File: config.mk
export PLATFORM = sky130hd
export DESIGN_NAME = reset_conditioner
export DESIGN_NICKNAME = d
export VERILOG_FILES = /design/src/rtl/reset_conditioner.sv
export SDC_FILE = /design/constraint.sdc
export NUM_CORES = 1
export LEC_CHECK = 0
export CORE_ASPECT_RATIO = 0.6
export CORE_UTILIZATION = 45
export DETAILED_ROUTE_END_ITERATION = 16
export PLACE_DENSITY_LB_ADDON = 0.08
export SYNTH_ARGS = -nofsm -noshare
export SYNTH_HDL_FRONTEND = slang
export SYNTH_SLANG_ARGS = --single-unit
export TNS_END_PERCENT = 10
File: constraint.sdc
create_clock -name clk -period 2.3 [get_ports clk]
set_input_delay 0.575 -clock clk [delete_from_list [all_inputs] [get_ports clk]]
set_output_delay 0.575 -clock clk [all_outputs]
set_load 0.01 [all_outputs]
File: src/rtl/reset_conditioner.sv
// reset_conditioner
//   Conditions a pushbutton/polarity reset request and a PLL lock into a
//   clean, registered active-low reset for the downstream core.
//   The request is synchronised, debounced, and sequenced through an FSM:
//   wait for lock, let lock settle, hold reset, then run.
//
// Ports
//   clk          in   system clock; every flop is rising-edge
//   reset_n      in   asynchronous active-low reset
//   pll_locked   in   PLL lock, asynchronous to clk
//   key_n        in   pushbutton, low when pressed, bouncing
//   sw_pol       in   request polarity switch, asynchronous
//   rst_out_n    out  registered reset to the core, 1 = run
//   state        out  FSM state (0 WAIT_LOCK, 1 LOCK_SETTLE, 2 HOLD, 3 RUN)
//   reset_count  out  number of exits from RUN, saturating at 255
module reset_conditioner #(
    parameter int DEBOUNCE_CYCLES    = 65536,
    parameter int LOCK_SETTLE_CYCLES = 4096,
    parameter int RESET_HOLD_CYCLES  = 1024
) (
    input  logic       clk,
    input  logic       reset_n,
    input  logic       pll_locked,
    input  logic       key_n,
    input  logic       sw_pol,
    output logic       rst_out_n,
    output logic [1:0] state,
    output logic [7:0] reset_count
);

    localparam int MAX_CYCLES =
        (DEBOUNCE_CYCLES > LOCK_SETTLE_CYCLES) ?
            ((DEBOUNCE_CYCLES > RESET_HOLD_CYCLES) ? DEBOUNCE_CYCLES : RESET_HOLD_CYCLES) :
            ((LOCK_SETTLE_CYCLES > RESET_HOLD_CYCLES) ? LOCK_SETTLE_CYCLES : RESET_HOLD_CYCLES);
    localparam int CNT_W = $clog2(MAX_CYCLES) + 1;

    // Counters stop at these terminal values and restart from zero, so they never wrap.
    localparam logic [CNT_W-1:0] DB_LAST     = CNT_W'(DEBOUNCE_CYCLES - 1);
    localparam logic [CNT_W-1:0] SETTLE_LAST = CNT_W'(LOCK_SETTLE_CYCLES - 1);
    localparam logic [CNT_W-1:0] HOLD_LAST   = CNT_W'(RESET_HOLD_CYCLES - 1);
    localparam logic [CNT_W-1:0] CNT_ONE     = CNT_W'(1);

    typedef enum logic [1:0] {
        WAIT_LOCK   = 2'd0,
        LOCK_SETTLE = 2'd1,
        HOLD        = 2'd2,
        RUN         = 2'd3
    } state_t;

    function automatic logic [7:0] sat_inc(input logic [7:0] value);
        return (value == 8'hFF) ? value : value + 8'd1;
    endfunction

    logic             lock_meta, lock_sync;
    logic             key_meta,  key_sync;
    logic             pol_meta,  pol_sync;
    logic             raw_req;
    logic             req_db;
    logic [CNT_W-1:0] db_cnt;
    logic [CNT_W-1:0] phase_cnt;
    state_t           fsm;

    // Two-flop synchronisers for every asynchronous input
    always_ff @(posedge clk or negedge reset_n) begin
        if (!reset_n) begin
            lock_meta <= 1'b0;
            lock_sync <= 1'b0;
            key_meta  <= 1'b0;
            key_sync  <= 1'b0;
            pol_meta  <= 1'b0;
            pol_sync  <= 1'b0;
        end else begin
            lock_meta <= pll_locked;
            lock_sync <= lock_meta;
            key_meta  <= key_n;
            key_sync  <= key_meta;
            pol_meta  <= sw_pol;
            pol_sync  <= pol_meta;
        end
    end

    // sw_pol inverts the sense of the button, so sw_pol=1 with the key
    // released is a standing reset request.
    assign raw_req = ~key_sync ^ pol_sync;

    // Debounce: a new level is accepted only after it has disagreed with
    // req_db for DEBOUNCE_CYCLES consecutive cycles; one agreeing cycle restarts.
    always_ff @(posedge clk or negedge reset_n) begin
        if (!reset_n) begin
            req_db <= 1'b0;
            db_cnt <= '0;
        end else if (raw_req == req_db) begin
            db_cnt <= '0;
        end else if (db_cnt == DB_LAST) begin
            req_db <= raw_req;
            db_cnt <= '0;
        end else begin
            db_cnt <= db_cnt + CNT_ONE;
        end
    end

    // Sequencing FSM. One phase counter serves both LOCK_SETTLE and HOLD
    // since they are never active together. rst_out_n is written alongside
    // every transition so it always equals (next state == RUN).
    always_ff @(posedge clk or negedge reset_n) begin
        if (!reset_n) begin
            fsm         <= WAIT_LOCK;
            phase_cnt   <= '0;
            rst_out_n   <= 1'b0;
            reset_count <= 8'd0;
        end else if (!lock_sync) begin
            // Lock loss overrides everything else in every state.
            if (fsm == RUN) begin
                reset_count <= sat_inc(reset_count);
            end
            fsm       <= WAIT_LOCK;
            phase_cnt <= '0;
            rst_out_n <= 1'b0;
        end else begin
            case (fsm)
                WAIT_LOCK: begin
                    fsm       <= LOCK_SETTLE;
                    phase_cnt <= '0;
                    rst_out_n <= 1'b0;
                end
                LOCK_SETTLE: begin
                    rst_out_n <= 1'b0;
                    if (phase_cnt == SETTLE_LAST) begin
                        fsm       <= HOLD;
                        phase_cnt <= '0;
                    end else begin
                        phase_cnt <= phase_cnt + CNT_ONE;
                    end
                end
                HOLD: begin
                    if (req_db) begin
                        phase_cnt <= '0;
                        rst_out_n <= 1'b0;
                    end else if (phase_cnt == HOLD_LAST) begin
                        fsm       <= RUN;
                        phase_cnt <= '0;
                        rst_out_n <= 1'b1;
                    end else begin
                        phase_cnt <= phase_cnt + CNT_ONE;
                        rst_out_n <= 1'b0;
                    end
                end
                RUN: begin
                    if (req_db) begin
                        fsm         <= HOLD;
                        phase_cnt   <= '0;
                        rst_out_n   <= 1'b0;
                        reset_count <= sat_inc(reset_count);
                    end else begin
                        rst_out_n <= 1'b1;
                    end
                end
                default: begin
                    fsm       <= WAIT_LOCK;
                    phase_cnt <= '0;
                    rst_out_n <= 1'b0;
                end
            endcase
        end
    end

    assign state = fsm;

endmodule

==> results of run 1 <==
-- cell usage after synthesis (3+ instances only) --
cell type	instances	area share [%]
nor3_1	3	0.60
nor4_1	3	0.75
nand2b_1	7	1.7
o21ai_0	4	0.80
xnor2_1	13	4.5
dfrtp_1	52	52
nand4_1	5	1.2
a21oi_1	11	2.2
mux2i_1	5	2.0
and3_1	6	1.5
ha_1	7	3.5
nor2_1	34	5.1
buf_2	3	0.60
a31oi_1	7	1.7
nand2_1	24	3.6
inv_1	7	1.0
xor2_1	12	4.2
o21ai_1	3	0.60
or2_2	3	0.75
nand3_1	20	4.0
-- metrics by stage --
step            TNS, ns  worst slack, ns  cell area [µm²]  utilization [%]
3_3_place_gp          0           0.0823             2810             54.0
5_1_grt        -0.00578         -0.00578             2950             56.6
4_1_cts               0           0.0451             2930             56.2
3_5_place_dp   -0.00659         -0.00659             2810             54.0
6_report              0           0.0866             2950             56.6
2_1_floorplan         0            0.198             2510                -
-- sequential cells by signal, indices dropped and copies added (netlist names) --
name	flops
db_cnt	17
phase_cnt	17
req_db	1
key_sync	1
lock_meta	1
lock_sync	1
rst_out_n	1
pol_sync	1
key_meta	1
pol_meta	1
reset_count	8
state	2
-- cell families after synthesis --
logic type / after synthesis
mux: 7
buf+inv: 13
compound gates: 34
flops: 52
simple gates: 113
xor+xnor: 25
fa+ha+maj: 7
-- power groups by stage --
stage	Sequential, mW	Clock, mW	Combinational, mW
global route	1.03	0.609	0.568
floorplan	1.05	0	0.259
global placement	1.03	0	0.481
CTS	1.02	0.574	0.497
detailed placement	1.03	0	0.483
finish	1.02	0.552	0.512
-- worst max-delay path, cell delays in order (launching register included) --
cell	delay [ns]
dfrtp_1	0.41
ha_2	0.21
nand3_2	0.12
or3_4	0.44
or4_4	0.49
o21ai_2	0.14
o211ai_2	0.13
mux2i_1	0.15
-- routing by layer --
layer	GRT usage (%)	routed length, µm
met1	29.3	2960
met3	4.21	234
met4	5.76	38
met2	24.9	1850
met5	0	0
-- worst max path at each step --
| stage | startpoint | end |
|---|---|---|
| after CTS | phase_cnt[0] | phase_cnt[4] |
| after global routing | phase_cnt[0] | state[1] |
| final | phase_cnt[0] | state[1] |
| after detailed placement | phase_cnt[0] | phase_cnt[4] |
| after global placement | phase_cnt[0] | phase_cnt[4] |
| after floorplan | phase_cnt[0] | phase_cnt[11] |
-- what timing repair did --
| item | CTS | global route |
|---|---|---|
| resized for setup | 3 | 1 |
| setup endpoints to repair | 1 | 11 |
| cloned | 0 | 1 |
| pin swaps | 0 | 3 |
| buffers inserted | 0 | 1 |
-- final cells by class --
class	count	area [µm²]	share of cell area [%]
timing repair buffer	27	248	8.41
clock buffer	7	96.3	3.27
tap	66	82.6	2.80
multi-input combinational	187	1190	40.4
inverter	7	26.3	0.892
sequential	52	1300	44.2
==> summary.md, run 1 <==
| Metric | Value |
|---|---|
| Hpwl dp | 3430 µm |
| # setup viols final | 0 |
| Final net count | 292 |
| Yosys Warn Count | 0 |
| Most common cell after layout, fill and taps aside | dfrtp_1 |
| Compound-Gate Fraction of Synth Area | 8.86% |
| Residual DRC count | 0 |
| Number of I/O pins | 16 |
| H-tree lvl count | 2 |
| Run status | completed |
| Worst-Skew Late Latency | 0.30 ns |
| Final hold slack | 0.247 ns |
| Largest family of logic cells by synthesized area | simple AND/OR/NAND/NOR gates |
| Largest net degree at the start of global routing | 53 |
| Seq/Total Area, Yosys | 51.8% |
| Max_cap viols | 0 |
| RR Startpoint | phase_cnt[0] |
| Clk pin slew, worst setup/hold paths | 0.09 ns |
| Static Leak | 1.27 nW |
| CTS Buf Count | 5 |
| Most frequent cells in the layout | dfrtp_1, nor2_1, nand2_1 |
| Skew final | 0.00699 ns |
| Core Area | 5200 µm² |
| Detailed-route wire length per cell | 14.7 µm |
| Die Width | 98.5 µm |
| Reg-to-Reg End | state[1] |
| Fin. max-slew vios | 0 |
| Starting density of the core | 48.3% |
| Detailed-route vias per instance | 5.49 |
| Vias in the first global route | 1712 |
| Mux contribution to synthesized area | 2.89% |
| Number of flops mapped to enable cells by yosys | 0 |
| Post-CTS Hold Fix Bufs | 0 |
| Minimum clock period | 2.21 ns |
| CTS Root Cell | clkbuf_8 |
| CP max FO | 5 |
| Initial antenna violation count | 0 |
| RSZ-0062 raised after global routing | true |
| Fill count | 471 |
| Syn Nets | 263 |
| CTS tree | yes |
| Rows | 20 |
| Layout area overhead | 17.2% |
| Synth unique cells | 39 |
| Final wirelength | 5090 µm |
| P per Cell Area | 707 nW/µm² |
| Synth Area in Adders | 3.49% |
| Crit Path Class | flip-flop to flip-flop |
| Post-route ant nets | 0 |
| Period utilisation layout | 96.2% |
| DR pass1 iterations | 4 |
| Total power | 2.08 mW |
| Net switching fraction of the power | 29.5% |
| Worst slew pin tran | 0.537 ns |
| Total congestion overflow | 0 |
| Psw | 614 µW |
| Async S/R FF share, synth | 100% |
| First-pass GRT wire length | 8380 µm |
| Port Buffer Count | 15 |
| Post-Syn Area per Cell | 10.0 µm² |
| TritonCTS sink count | 52 |
| Post-Syn Area | 2510 µm² |
| CP arrival | 2.39 ns |
| Placed cell count | 337 |
| Hold Path Class | primary input to async pin |
| Slew headroom | 64.0% |
| Crit start category | flip-flop |
| R2R Setup Slk | 0.09 ns |
| Final non-filler cell total | 346 |
| Die Y | 59.9 µm |
| Total track usage | 18.6% |
| GPL Wtd Cong | 0.784 |
| Max Clk Rate | 452 MHz |
| Comb pwr share | 24.6% |
| FF+latch count, synth | 52 |
| Internal | 1.47 mW |
| Final hold vios | 0 |
| Worst-case clock buffer depth | 2 |
| Worst setup EP type | flip-flop |
| Worst endpoint required time | 2.48 ns |
| DR vias | 1898 |
| Layout cells sized above 1 | 12.9% |
| Post-Synth Simple-Gate Area | 22.2% |
| Register share of total power | 48.9% |
| Number of inserted diodes | 0 |
| R2R depth | 7 |
| DRT iter0 DRCs | 93 |
| Post-Syn Instances | 251 |
| Die area | 5900 µm² |
| Prevailing post-synth register cell | dfrtp_1 |
| Peak VDD IR | 0.364 mV |
| Clock share of power | 26.5% |
| Area share of xor/xnor cells in the synthesized design | 8.72% |
Note: power is estimated with default switching activity, not from simulation.
==> run 2: changes to the inputs <==
--- a/config.mk
+++ b/config.mk
@@ -6,7 +6,8 @@
 export NUM_CORES = 1
 export LEC_CHECK = 0
 export CORE_ASPECT_RATIO = 0.6
-export CORE_UTILIZATION = 45
+export CORE_MARGIN = 2
+export CORE_UTILIZATION = 55
 export DETAILED_ROUTE_END_ITERATION = 16
 export PLACE_DENSITY_LB_ADDON = 0.08
 export SYNTH_ARGS = -nofsm -noshare
==> constraint.sdc (replaced) <==
create_clock -name clk -period 2.3 [get_ports clk]
set_input_delay 0.46 -clock clk [delete_from_list [all_inputs] [get_ports clk]]
set_output_delay 0.46 -clock clk [all_outputs]
set_load 0.01 [all_outputs]
==> summary.md, run 2 (synthesized netlist as in run 1, its figures left out) <==
| Metric | Value |
|---|---|
| Dpl cell area | 2760 µm² (-1.8%) |
| End point of the critical path | state[0] |
| Crit path from | phase_cnt[0] |
| Slowest stage delay, CP | 0.49 ns (about the same) |
| Skew final | 0.0133 ns (+0.00629 ns) |
| Max Clk Rate | 455 MHz (+0.61%) |
| Psw | 638 µW (+3.8%) |
| GR peak layer | met1 |
| TritonCTS sink count | 52 (unchanged) |
| R2R depth | 7 (unchanged) |
| Period utilisation layout | 95.6% (-0.59 points) |
| Final net count | 291 (-0.34%) |
| Vias in the first global route | 1783 (+4.1%) |
| Placed cell count | 327 (-3.0%) |
| Largest net degree at the start of global routing | 53 (unchanged) |
| Minimum clock period | 2.20 ns (-0.0135 ns) |
| Comb pwr share | 22.9% (-1.7 points) |
| Worst-case clock buffer depth | 2 (unchanged) |
| Crit Path Class | flip-flop to flip-flop |
| Die Y | 56.4 µm (-5.9%) |
| Clock share of power | 29.5% (+3.0 points) |
| Residual DRC count | 0 (unchanged) |
| Number of inserted diodes | 0 (unchanged) |
| R2R Setup Slk | 0.10 ns (about the same) |
| Most common cell after layout, fill and taps aside | dfrtp_1 |
| RSZ-0062 raised after global routing | false |
| Core Area | 4260 µm² (-18%) |
| Crit-path cells | ha_2 -> nand3_2 -> or3_4 -> or4_4 -> o21ai_2 -> o211ai_2 -> mux2i_1 |
| Met1 Usage GRT | 34.7% (+5.4 points) |
| First-pass GRT wire length | 8770 µm (+4.7%) |
| DR pass1 iterations | 4 (unchanged) |
| Post-route cell area | 2930 µm² (-0.42%) |
| Starting density of the core | 59.0% (+11 points) |
| Worst endpoint required time | 2.50 ns (+0.02 ns) |
| DP Worst Slack | -0.0746 ns (-0.0681 ns) |
| Layout area overhead | 16.7% |
| Static Leak | 1.27 nW (-0.48%) |
| CTS Root Cell | clkbuf_8 |
| Rows | 18 (-10%) |
| Fill count | 352 (-25%) |
| Hold Path Class | primary input to async pin |
| Run status | completed |
| Worst setup EP type | flip-flop |
| Crit start category | flip-flop |
| Fin. max-slew vios | 0 (unchanged) |
| M3 GR Usage | 5.37% (+1.2 points) |
| Post-route ant nets | 0 (unchanged) |
| Slowest library cell on the worst path | or4_4 |
| Max_cap viols | 0 (unchanged) |
| Total congestion overflow | 0 (unchanged) |
| Reg-to-Reg End | state[0] |
| Die area | 5140 µm² (-13%) |
| Hpwl dp | 3430 µm (-0.14%) |
| Grt met2 use | 29.1% (+4.2 points) |
| Worst slew pin tran | 0.646 ns (+0.109 ns) |
| Final hold vios | 0 (unchanged) |
| Number of I/O pins | 16 (unchanged) |
| Internal | 1.51 mW (+3.2%) |
| CP arrival | 2.40 ns (about the same) |
| Peak VDD IR | 0.442 mV (+21%) |
| P per Cell Area | 734 nW/µm² (+3.8%) |
| Slew headroom | 56.9% (-7.1 points) |
| Final non-filler cell total | 340 (-1.7%) |
| Port Buffer Count | 15 (unchanged) |
| GPL Wtd Cong | 0.819 (+4.4%) |
| Clk pin slew, worst setup/hold paths | 0.10 ns (about the same) |
| Total Neg Setup Slack | 0 ns (unchanged) |
| Detailed-route vias per instance | 5.43 (-0.97%) |
| Detailed-route wire length per cell | 14.8 µm (+0.72%) |
| Final Worst Setup Slack | 0.100 ns (+0.0135 ns) |
| Final wirelength | 5040 µm (-1.0%) |
| # setup viols final | 0 (unchanged) |
| Worst-Skew Late Latency | 0.32 ns (+0.02 ns) |
| CTS Buf Count | 5 (unchanged) |
| Total power | 2.15 mW (+3.3%) |
| CTS tree | yes |
| H-tree lvl count | 2 (unchanged) |
| Most frequent cells in the layout | dfrtp_1, nor2_1, nand2_1 |
| DR vias | 1847 (-2.7%) |
| Register share of total power | 47.6% (-1.3 points) |
| Largest registers | db_cnt: 17 flops, phase_cnt: 17 flops, reset_count: 8 flops |
| RR Startpoint | phase_cnt[0] |
| Final hold slack | 0.238 ns (-0.00849 ns) |
| Initial antenna violation count | 0 (unchanged) |
| Die Width | 91.3 µm (-7.3%) |
| Final core occ | 68.9% (+12 points) |
| Total track usage | 22.0% (+3.3 points) |
| Layout cells sized above 1 | 12.9% (unchanged) |
| DRT iter0 DRCs | 177 (+90%) |
| Net switching fraction of the power | 29.6% (+0.13 points) |
| CP max FO | 5 (unchanged) |
| Post-CTS Hold Fix Bufs | 0 (unchanged) |
==> run 2: cell types whose count changed in the layout (fill, tap and decap cells not counted), sizes merged <==
cell / previous run / this run
buf: 13 / 12
bufinv: 0 / 1
clkbuf: 7 / 5
clkinv: 0 / 1
clkinvlp: 0 / 1
==> run 2: area by class of cell <==
type | count | area, µm² | share of cell area (%)
Tap cell | 60 | 75.1 | 2.56
Inverter | 7 | 26.3 | 0.896
Multi-Input combinational cell | 187 | 1190 | 40.6
Sequential cell | 52 | 1300 | 44.4
Clock inverter | 3 | 42.5 | 1.45
Clock buffer | 5 | 68.8 | 2.35
Timing Repair Buffer | 26 | 228 | 7.76
==> run 2: how the worst min path moves through the flow <==
stage | to | cells after the start
6_report | reset_count[3] | 2
2_1_floorplan | db_cnt[0] | 0
5_1_grt | rst_out_n | 2
4_1_cts | rst_out_n | 2
3_3_place_gp | pol_sync | 0
3_5_place_dp | pol_sync | 0
==> run 2: repair_timing <==
item | in CTS | in global routing
gates resized for setup | 3 | 1
setup endpoints to repair | 5 | 9
setup buffers | 2 | 2
pin swaps | 2 | 1
cloned | 1 | 0
==> run 2: per-layer routing <==
metal,vias to the layer above,share of wire (%)
li1,931,-
met1,860,53
met2,54,39
met3,2,7.2
met4,0,0.22
met5,-,0
==> run 2: power by group through the flow <==
stage               Combinational [mW]  Clock (mW)  Sequential, mW
floorplan                        0.259           0            1.05
global placement                 0.439           0            1.04
detailed placement               0.447           0            1.04
CTS                              0.480       0.649            1.03
global route                     0.546       0.682            1.03
finish                           0.492       0.636            1.02
==> run 2: worst max-delay path: cells and delay by family (launching register included) <==
family,cells,cell delay [ns]
mux,1,0.14
simple gates,3,1.06
compound gates,2,0.26
fa+ha+maj,1,0.24
flops,1,0.39
